$ cat src/rtl/edge_stats_pkg.sv
// Shared widths and pixel constants for the edge-threshold statistics block.
package edge_stats_pkg;

  localparam int DATA_W_DEF  = 12;
  localparam int COORD_W_DEF = 11;
  localparam int CNT_W_DEF   = 20;

  // Single-bit fill values, replicated to the pixel width at the point of use.
  localparam bit PIX_ON  = 1'b1;
  localparam bit PIX_OFF = 1'b0;

endpackage

$ cat src/rtl/edge_frame_counter.sv
// Saturating per-frame edge counter; latches the finished frame's total and strobes done.
module edge_frame_counter
  import edge_stats_pkg::*;
#(
  parameter int CNT_W = CNT_W_DEF
) (
  input  logic             clk,
  input  logic             rst_n,
  input  logic             inc_i,
  input  logic             frame_new_i,
  output logic [CNT_W-1:0] count_o,
  output logic             done_o
);

  logic [CNT_W-1:0] cnt_q, cnt_d;
  logic [CNT_W-1:0] count_q, count_d;
  logic             done_q, done_d;

  // NOTE: every variable gets a default at the top of always_comb so no path leaves it unassigned (no latch).
  always_comb begin
    cnt_d   = cnt_q;
    count_d = count_q;
    done_d  = 1'b0;
    if (frame_new_i) begin
      // The wrap pixel opens the new frame, so it seeds the fresh count.
      count_d = cnt_q;
      cnt_d   = inc_i ? CNT_W'(1) : '0;
      done_d  = 1'b1;
    end else if (inc_i && (cnt_q != '1)) begin
      cnt_d = cnt_q + CNT_W'(1);
    end
  end

  // NOTE: state is updated with non-blocking assignments so all registers sample the same pre-edge values.
  always_ff @(posedge clk or negedge rst_n) begin
    if (!rst_n) begin
      cnt_q   <= '0;
      count_q <= '0;
      done_q  <= 1'b0;
    end else begin
      cnt_q   <= cnt_d;
      count_q <= count_d;
      done_q  <= done_d;
    end
  end

  assign count_o = count_q;
  assign done_o  = done_q;

endmodule

$ cat src/rtl/edge_threshold_stats.sv
// Binarises the edge-magnitude stream with a per-frame threshold and horizontal
// hysteresis, drives identical RGB outputs and reports edge pixels per frame.
module edge_threshold_stats
  import edge_stats_pkg::*;
#(
  parameter int                DATA_W         = DATA_W_DEF,
  parameter int                COORD_W        = COORD_W_DEF,
  parameter int                CNT_W          = CNT_W_DEF,
  parameter logic [DATA_W-1:0] DEFAULT_THRESH = DATA_W'(256),
  parameter logic [DATA_W-1:0] HYST           = DATA_W'(64)
) (
  input  logic               iCLK,
  input  logic               iRST,
  input  logic [DATA_W-1:0]  iDATA,
  input  logic               iDVAL,
  input  logic [COORD_W-1:0] iX_Cont,
  input  logic [COORD_W-1:0] iY_Cont,
  input  logic [DATA_W-1:0]  iThreshold,
  input  logic               iEnable,
  output logic [DATA_W-1:0]  oRed,
  output logic [DATA_W-1:0]  oGreen,
  output logic [DATA_W-1:0]  oBlue,
  output logic               oDVAL,
  output logic [CNT_W-1:0]   oEdgeCount,
  output logic               oFrameDone
);

  logic [COORD_W-1:0] y_prev_q;
  logic [DATA_W-1:0]  thr_q, thr_d;
  logic [DATA_W-1:0]  data_q;
  logic               dval_q, line_new_q, frame_new_q, strong_q, weak_q;
  logic               prev_edge_q, prev_edge_d;
  logic [DATA_W-1:0]  pix_q, pix_d;
  logic               odval_q;

  logic               frame_new, line_new, edge_px;
  logic [DATA_W-1:0]  thr_eff, thr_lo;

  // Column position is not needed: line and frame boundaries come from the row counter.
  logic x_unused;
  assign x_unused = ^iX_Cont;

  always_comb begin
    frame_new = (iY_Cont < y_prev_q);
    line_new  = (iY_Cont != y_prev_q);
    // The wrap pixel already uses the newly requested threshold.
    thr_eff   = frame_new ? iThreshold : thr_q;
    thr_lo    = (thr_eff >= HYST) ? (thr_eff - HYST) : '0;
    thr_d     = frame_new ? iThreshold : thr_q;

    // Weak pixels only extend an edge run within the same line.
    edge_px     = strong_q | (weak_q & prev_edge_q & ~line_new_q);
    prev_edge_d = line_new_q ? 1'b0 : (dval_q ? edge_px : prev_edge_q);
    pix_d       = iEnable ? (edge_px ? {DATA_W{PIX_ON}} : {DATA_W{PIX_OFF}}) : data_q;
  end

  // NOTE: every register, including the threshold shadow, is cleared by the async reset so a mid-frame reset leaves no stale state.
  always_ff @(posedge iCLK or negedge iRST) begin
    if (!iRST) begin
      y_prev_q    <= '0;
      thr_q       <= DEFAULT_THRESH;
      data_q      <= '0;
      dval_q      <= 1'b0;
      line_new_q  <= 1'b0;
      frame_new_q <= 1'b0;
      strong_q    <= 1'b0;
      weak_q      <= 1'b0;
      prev_edge_q <= 1'b0;
      pix_q       <= '0;
      odval_q     <= 1'b0;
    end else begin
      y_prev_q    <= iY_Cont;
      thr_q       <= thr_d;
      data_q      <= iDATA;
      dval_q      <= iDVAL;
      line_new_q  <= line_new;
      frame_new_q <= frame_new;
      strong_q    <= (iDATA >= thr_eff);
      weak_q      <= (iDATA >= thr_lo);
      prev_edge_q <= prev_edge_d;
      pix_q       <= pix_d;
      odval_q     <= dval_q;
    end
  end

  edge_frame_counter #(
    .CNT_W (CNT_W)
  ) u_counter (
    .clk         (iCLK),
    .rst_n       (iRST),
    .inc_i       (dval_q & edge_px),
    .frame_new_i (frame_new_q),
    .count_o     (oEdgeCount),
    .done_o      (oFrameDone)
  );

  assign oRed   = pix_q;
  assign oGreen = pix_q;
  assign oBlue  = pix_q;
  assign oDVAL  = odval_q;

endmodule

$ cat config.mk
export PLATFORM = sky130hd
export DESIGN_NAME = edge_threshold_stats
export DESIGN_NICKNAME = d
export VERILOG_FILES = /design/src/rtl/edge_stats_pkg.sv /design/src/rtl/edge_frame_counter.sv /design/src/rtl/edge_threshold_stats.sv
export SDC_FILE = /design/constraint.sdc
export NUM_CORES = 1
export LEC_CHECK = 0
export BUFFER_PORTS_ARGS = -buffer_cell sky130_fd_sc_hd__buf_2
export CAP_MARGIN = 20
export CORE_MARGIN = 5
export CORE_UTILIZATION = 40
export DETAILED_ROUTE_END_ITERATION = 6
export PLACE_DENSITY = 0.69
export SYNTH_ARGS = -nofsm -noshare
export SYNTH_HDL_FRONTEND = slang
export SYNTH_SLANG_ARGS = --single-unit
$ cat constraint.sdc
create_clock -name iCLK -period 5 [get_ports iCLK]
set_input_delay 1 -clock iCLK [delete_from_list [all_inputs] [get_ports iCLK]]
set_output_delay 1 -clock iCLK [all_outputs]
set_load 0.02 [all_outputs]
# == Yosys cells after proc, flatten, opt, wreduce, memory -nomap -nowiden ==
# Cells that the tools add are included.
# word_totals
inputBits,50
elab_cells,40
reg_bits,95
out_inout_bits,58
# op_classes
order_cmp,4
bitwise,5
mux,10
n_addsub,2
n_eq_ne,2
n_reduce_logical,3
# op_table
cell,count
12-bit 2-to-1 mux,4
20-bit 2-to-1 mux,2
12-bit >= comparator,2
"20-bit by 1-bit adder with 20-bit output, second input constant",1
"20-bit != test, second input constant",1
"12-bit by 7-bit >= comparator with 1-bit output, second input constant",1
"12-bit by 7-bit subtractor with 12-bit output, second input constant",1
11-bit < comparator,1
11-bit != test,1
1-bit 2-to-1 mux,4
2-bit nonzero test,2
1-bit AND,3
1-bit logical AND,1
1-bit NOT,1
1-bit OR,1

# == Depth between registers and ports, before layout ==
# logic_depth
depth_word,7
ltp_mapped,19
depth_no_buf,17

# == Hierarchy ==
# From an unflattened synthesis, not the netlist that was laid out.
# hier_totals
hier_cells,431
area_unflattened_um2,4860.9
# by_module_without_submodules
mod,cells_per_inst,seq_area_each_um2,area_each_um2,instances
edge_threshold_stats,258,1352.5,2890.3,1
edge_frame_counter,173,1026.0,1970.6,1

# == Worst setup path before layout ==
# OpenSTA, ideal clock, no wires.
# synth_timing
path_kind,input-to-reg
start,in iY_Cont[2]
end,reg strong_q
setup_ns,0.120
path_slack_ns,0.753
path_buffers,3
required_ns,4.880
stages,18
arrival_ns,4.127
cell_sequence,ha_1 -> a21oi_2 -> a21oi_2 -> o31ai_4 -> and2_1 -> buf_6 -> buf_12 -> buf_2 -> mux2_2 -> inv_1 -> ha_1 -> a21o_1 -> a21oi_1 -> o21ai_0 -> o2bb2ai_1 -> o21ai_0 -> maj3_2 -> a31o_1
# synth_between
elab_chain_cells,3
# synth_lines
element,line,text
start: declaration,edge_threshold_stats.sv:17,"input logic [COORD_W-1:0] iY_Cont,"
11-bit < comparator,edge_threshold_stats.sv:44,frame_new = (iY_Cont < y_prev_q);
net frame_new,edge_threshold_stats.sv:36,"logic frame_new, line_new, edge_px;"
12-bit 2-to-1 mux,--,
12-bit >= comparator,edge_threshold_stats.sv:78,strong_q <= (iDATA >= thr_eff);
end signal: assignment,edge_threshold_stats.sv:78,
end: declaration,edge_threshold_stats.sv:31,"logic dval_q, line_new_q, frame_new_q, strong_q, weak_q;"
# The timed path passes the listed nets, and every way through them passes these cells.
# A chain may end at the register's enable or synchronous reset.

# == Worst setup path after layout ==
# layout_timing
start,in iY_Cont[2]
end,reg strong_q
# layout_between
elab_chain_cells,3
# layout_lines
element,line
11-bit < comparator,edge_threshold_stats.sv:44
12-bit 2-to-1 mux,--
12-bit >= comparator,edge_threshold_stats.sv:78
# Every way passes these cells.

==> impl_results.md <==
* Std cell rows at 39
* Worst Setup Slack, final at 0.640 ns
* Period minus WS final at 4.36 ns
* Post-Syn Instances at 410
* Hold Startpoint: dval_q$_DFF_PN0_
* Vias per cell at 4.89
* Synth area leaders: sky130_fd_sc_hd__dfrtp_1, sky130_fd_sc_hd__ha_1, sky130_fd_sc_hd__mux2_2, sky130_fd_sc_hd__buf_4, sky130_fd_sc_hd__o21a_1
* Global-route wire length before repair at 15,300 um
* Fin Setup TNS at 0 ns
* Launch instance of the worst register-to-register path: y_prev_q[2]$_DFF_PN0_
* Worst-case hold path end point: oDVAL$_DFF_PN0_
* Path category of the worst min-delay check: reg2reg
* Finish-stage setup viols at 0
* Number of flops mapped to enable cells by yosys at 0
* Clock tree from TritonCTS: done
* Share of flip-flops with an asynchronous set or reset after synthesis at 1.00
* Post-synth top cells: sky130_fd_sc_hd__dfrtp_1, sky130_fd_sc_hd__ha_1, sky130_fd_sc_hd__inv_1, sky130_fd_sc_hd__nand2_1, sky130_fd_sc_hd__mux2_2
* Leading cell type by number of instances after synthesis: sky130_fd_sc_hd__dfrtp_1
* Longest Clk Path Bufs at 2
* CTS resizes at 0
* Critical-path top delay cell: sky130_fd_sc_hd__and2_1
* Worst VDD drop at 0.000224 V
* Drt drc at 0
* Die X at 118 um
* Post-Route Utilization at 0.475
* Flop and latch count out of synthesis at 95
* Routability congestion estimate at 0.820
* Skew-Pair Late Insertion Delay at 0.34 ns
* Final hold vios at 0
* Fmax achieved at 0.229 GHz
* Post-synthesis net count at 493
* Number of buffers created by CTS at 9
* Start-to-end type of the worst setup path: in2reg
* Number of global-route vias before repair at 3,153
* Antenna diodes at 0
* Antenna violations before repair at 0
* Largest net degree at the start of global routing at 51
* Number of warnings printed during yosys synthesis at 0
* Total via count in the routed design at 3,096
* Number of DRC markers after the initial detailed-route iteration at 103
* Endpoint of the worst register-to-register path: strong_q$_DFF_PN0_
* Die footprint at 13,800 um^2
* Worst Setup End Kind: flop
* Worst R2R Path Depth at 15
* Transition time at the pin with the least slew margin at 0.625 ns
* H-Tree Level Count at 3
* Clock transition at path regs at 0.07 ns
* Avg Synthesized Cell Area at 11.3 um^2
* Startpoint kind of the worst setup timing path: input pin
* Vertical die dimension at 118 um
* Area Growth Syn to Fin at 16.7%
* Effective utilization at floorplan at 0.407
* Total congestion overflow after global routing at 0
* Post-detail-place hpwl at 6760 um
* Placeable Area at 11,400 um^2
* Aggregate global-route resource usage at 0.135
* Number of hold buffers added after CTS at 0
* Worst path required time at 5.22 ns
* I/O Pins at 108
* TritonRoute pass-1 iters at 4
* Largest stage delay on the critical path at 0.49 ns
* Cells on Worst Hold Path at 0
* Outcome: finished, final reports clean
* Buffer count from post-CTS setup fixing at 0
* CTS Root Buffer Type: sky130_fd_sc_hd__clkbuf_16
* Routed wire length at 9020 um
* Leak pwr at 2.69 nW
* Share of post-route cells with drive strength above 1 at 0.306
* Synthesized cell area at 4630 um^2
* Final routed wire length divided by cell count at 14.2 um
* Antenna-violating nets left at 0
* Share of synthesized area occupied by flip-flops and latches at 0.514
* Period utilisation layout at 0.872
* Count of input and output buffers at 96
* R2R setup slack at 1.07 ns
* Data arrival at the endpoint of the critical path at 4.58 ns
* Final worst hold slack at 0.434 ns
* Worst setup timing slack at the placement stage at 0.264 ns
* Max Clock Skew at 0.00665 ns
* Count of cell types in the netlist at 48
* Number of pins exceeding their max-slew limit in the final report at 0
* RSZ-0062 raised after global routing: no
* Sinks on the clock net at 95
* Total Power Consumption at 2.00 mW
* Cell taking the most area after synthesis: sky130_fd_sc_hd__dfrtp_1
* Net count of the finished layout at 568
* Most used flip-flop cell after synthesis: sky130_fd_sc_hd__dfrtp_1
* Max-cap check violation count at 0
* Sequence of cells on the critical path: buf_2 -> ha_1 -> a21oi_2 -> a21oi_2 -> o31ai_4 -> and2_1 -> mux2_2 -> ha_1 -> nand2b_1 -> a211oi_1 -> o21ai_0 -> o2bb2ai_1 -> o21ai_0 -> maj3_2 -> a31o_1
* Maximum fanout along the worst path at 10
* Relative slew slack at 0.584
* Power Density at 371 nW/um^2
* Area share of the leading cell type in the synthesized netlist at 0.508
## worst max-delay path by stage
stage | startpoint | to | slack (ns) | cells past startpoint
after floorplan | iY_Cont[2] | strong_q$_DFF_PN0_ | 0.75 | 18
after global placement | iY_Cont[2] | strong_q$_DFF_PN0_ | 0.33 | 15
after detailed placement | iY_Cont[2] | strong_q$_DFF_PN0_ | 0.26 | 15
after global routing | iY_Cont[4] | weak_q$_DFF_PN0_ | 0.49 | 17
final | iY_Cont[2] | strong_q$_DFF_PN0_ | 0.64 | 15
after CTS | iY_Cont[2] | strong_q$_DFF_PN0_ | 0.60 | 15
## registers in the layout (all words and copies together), names as in the netlist
register,count
thr_q,12
u_counter.count_o,20
frame_new_q,1
y_prev_q,11
u_counter.done_o,1
data_q,12
line_new_q,1
oDVAL,1
weak_q,1
oBlue,12
prev_edge_q,1
u_counter.cnt_q,20
strong_q,1
dval_q,1
## critical path: cells and delay by family
kind	cells	cell delay, ns
fa+ha+maj	3	0.92
buf+inv	1	0.11
simple gates	2	0.63
compound gates	8	1.49
mux	1	0.42
## where the power goes
group / switching, mW / leakage, nW / internal (mW) / total, mW
clock: 0.286 / 0.159 / 0.468 / 0.754
combinational: 0.238 / 1.34 / 0.157 / 0.395
sequential: 0.0307 / 1.19 / 0.824 / 0.855
total: 0.555 / 2.69 / 1.45 / 2.00
## cells by family after synthesis
kind of cell    count (synthesis)  share of synthesized area
simple gates                  103                      0.110
compound gates                 65                     0.0986
mux                            33                     0.0784
fa+ha+maj                      34                     0.0916
xor+xnor                       16                     0.0303
flops                          95                      0.514
buf+inv                        64                     0.0776
## cells in the final DEF, fill, tap and decap left out, drive strengths merged, types with 9 or more instances in the layout
| cell | Yosys | layout |
|---|---|---|
| inv | 27 | 28 |
| o21ai | 11 | 11 |
| nand2 | 27 | 27 |
| xnor2 | 10 | 10 |
| mux2 | 26 | 26 |
| buf | 31 | 101 |
| nor2 | 25 | 25 |
| nand3 | 10 | 10 |
| ha | 33 | 33 |
| a21oi | 14 | 14 |
| o21a | 14 | 14 |
| and2 | 9 | 9 |
| dfrtp | 94 | 94 |
| clkbuf | 6 | 12 |
## layout make-up
| class | count | area (um^2) |
|---|---|---|
| Timing Repair Buffer | 101 | 520 |
| Clock buffer | 12 | 256 |
| Fill cell | 1045 | 5970 |
| Sequential cell | 95 | 2380 |
| Inverter | 27 | 101 |
| Multi-Input combinational cell | 251 | 1890 |
| Tap cell | 143 | 179 |
| Clock inverter | 4 | 76.3 |
## per-layer routing
layer  up-vias  global-route usage  share of wire
met5         -                   0              0
met4         0              0.0495          0.018
met3        14              0.0423          0.052
met2        64               0.215           0.48
met1      1485               0.172           0.45
li1       1533                   -              -
## through the flow
step / std cells / area, um^2
after floorplan: 410 / 4630
after global placement: 617 / 5070
after detailed placement: 617 / 5070
after CTS: 633 / 5400
after global routing: 633 / 5400
final: 633 / 5400
Note: power is estimated with default switching activity, not from simulation.
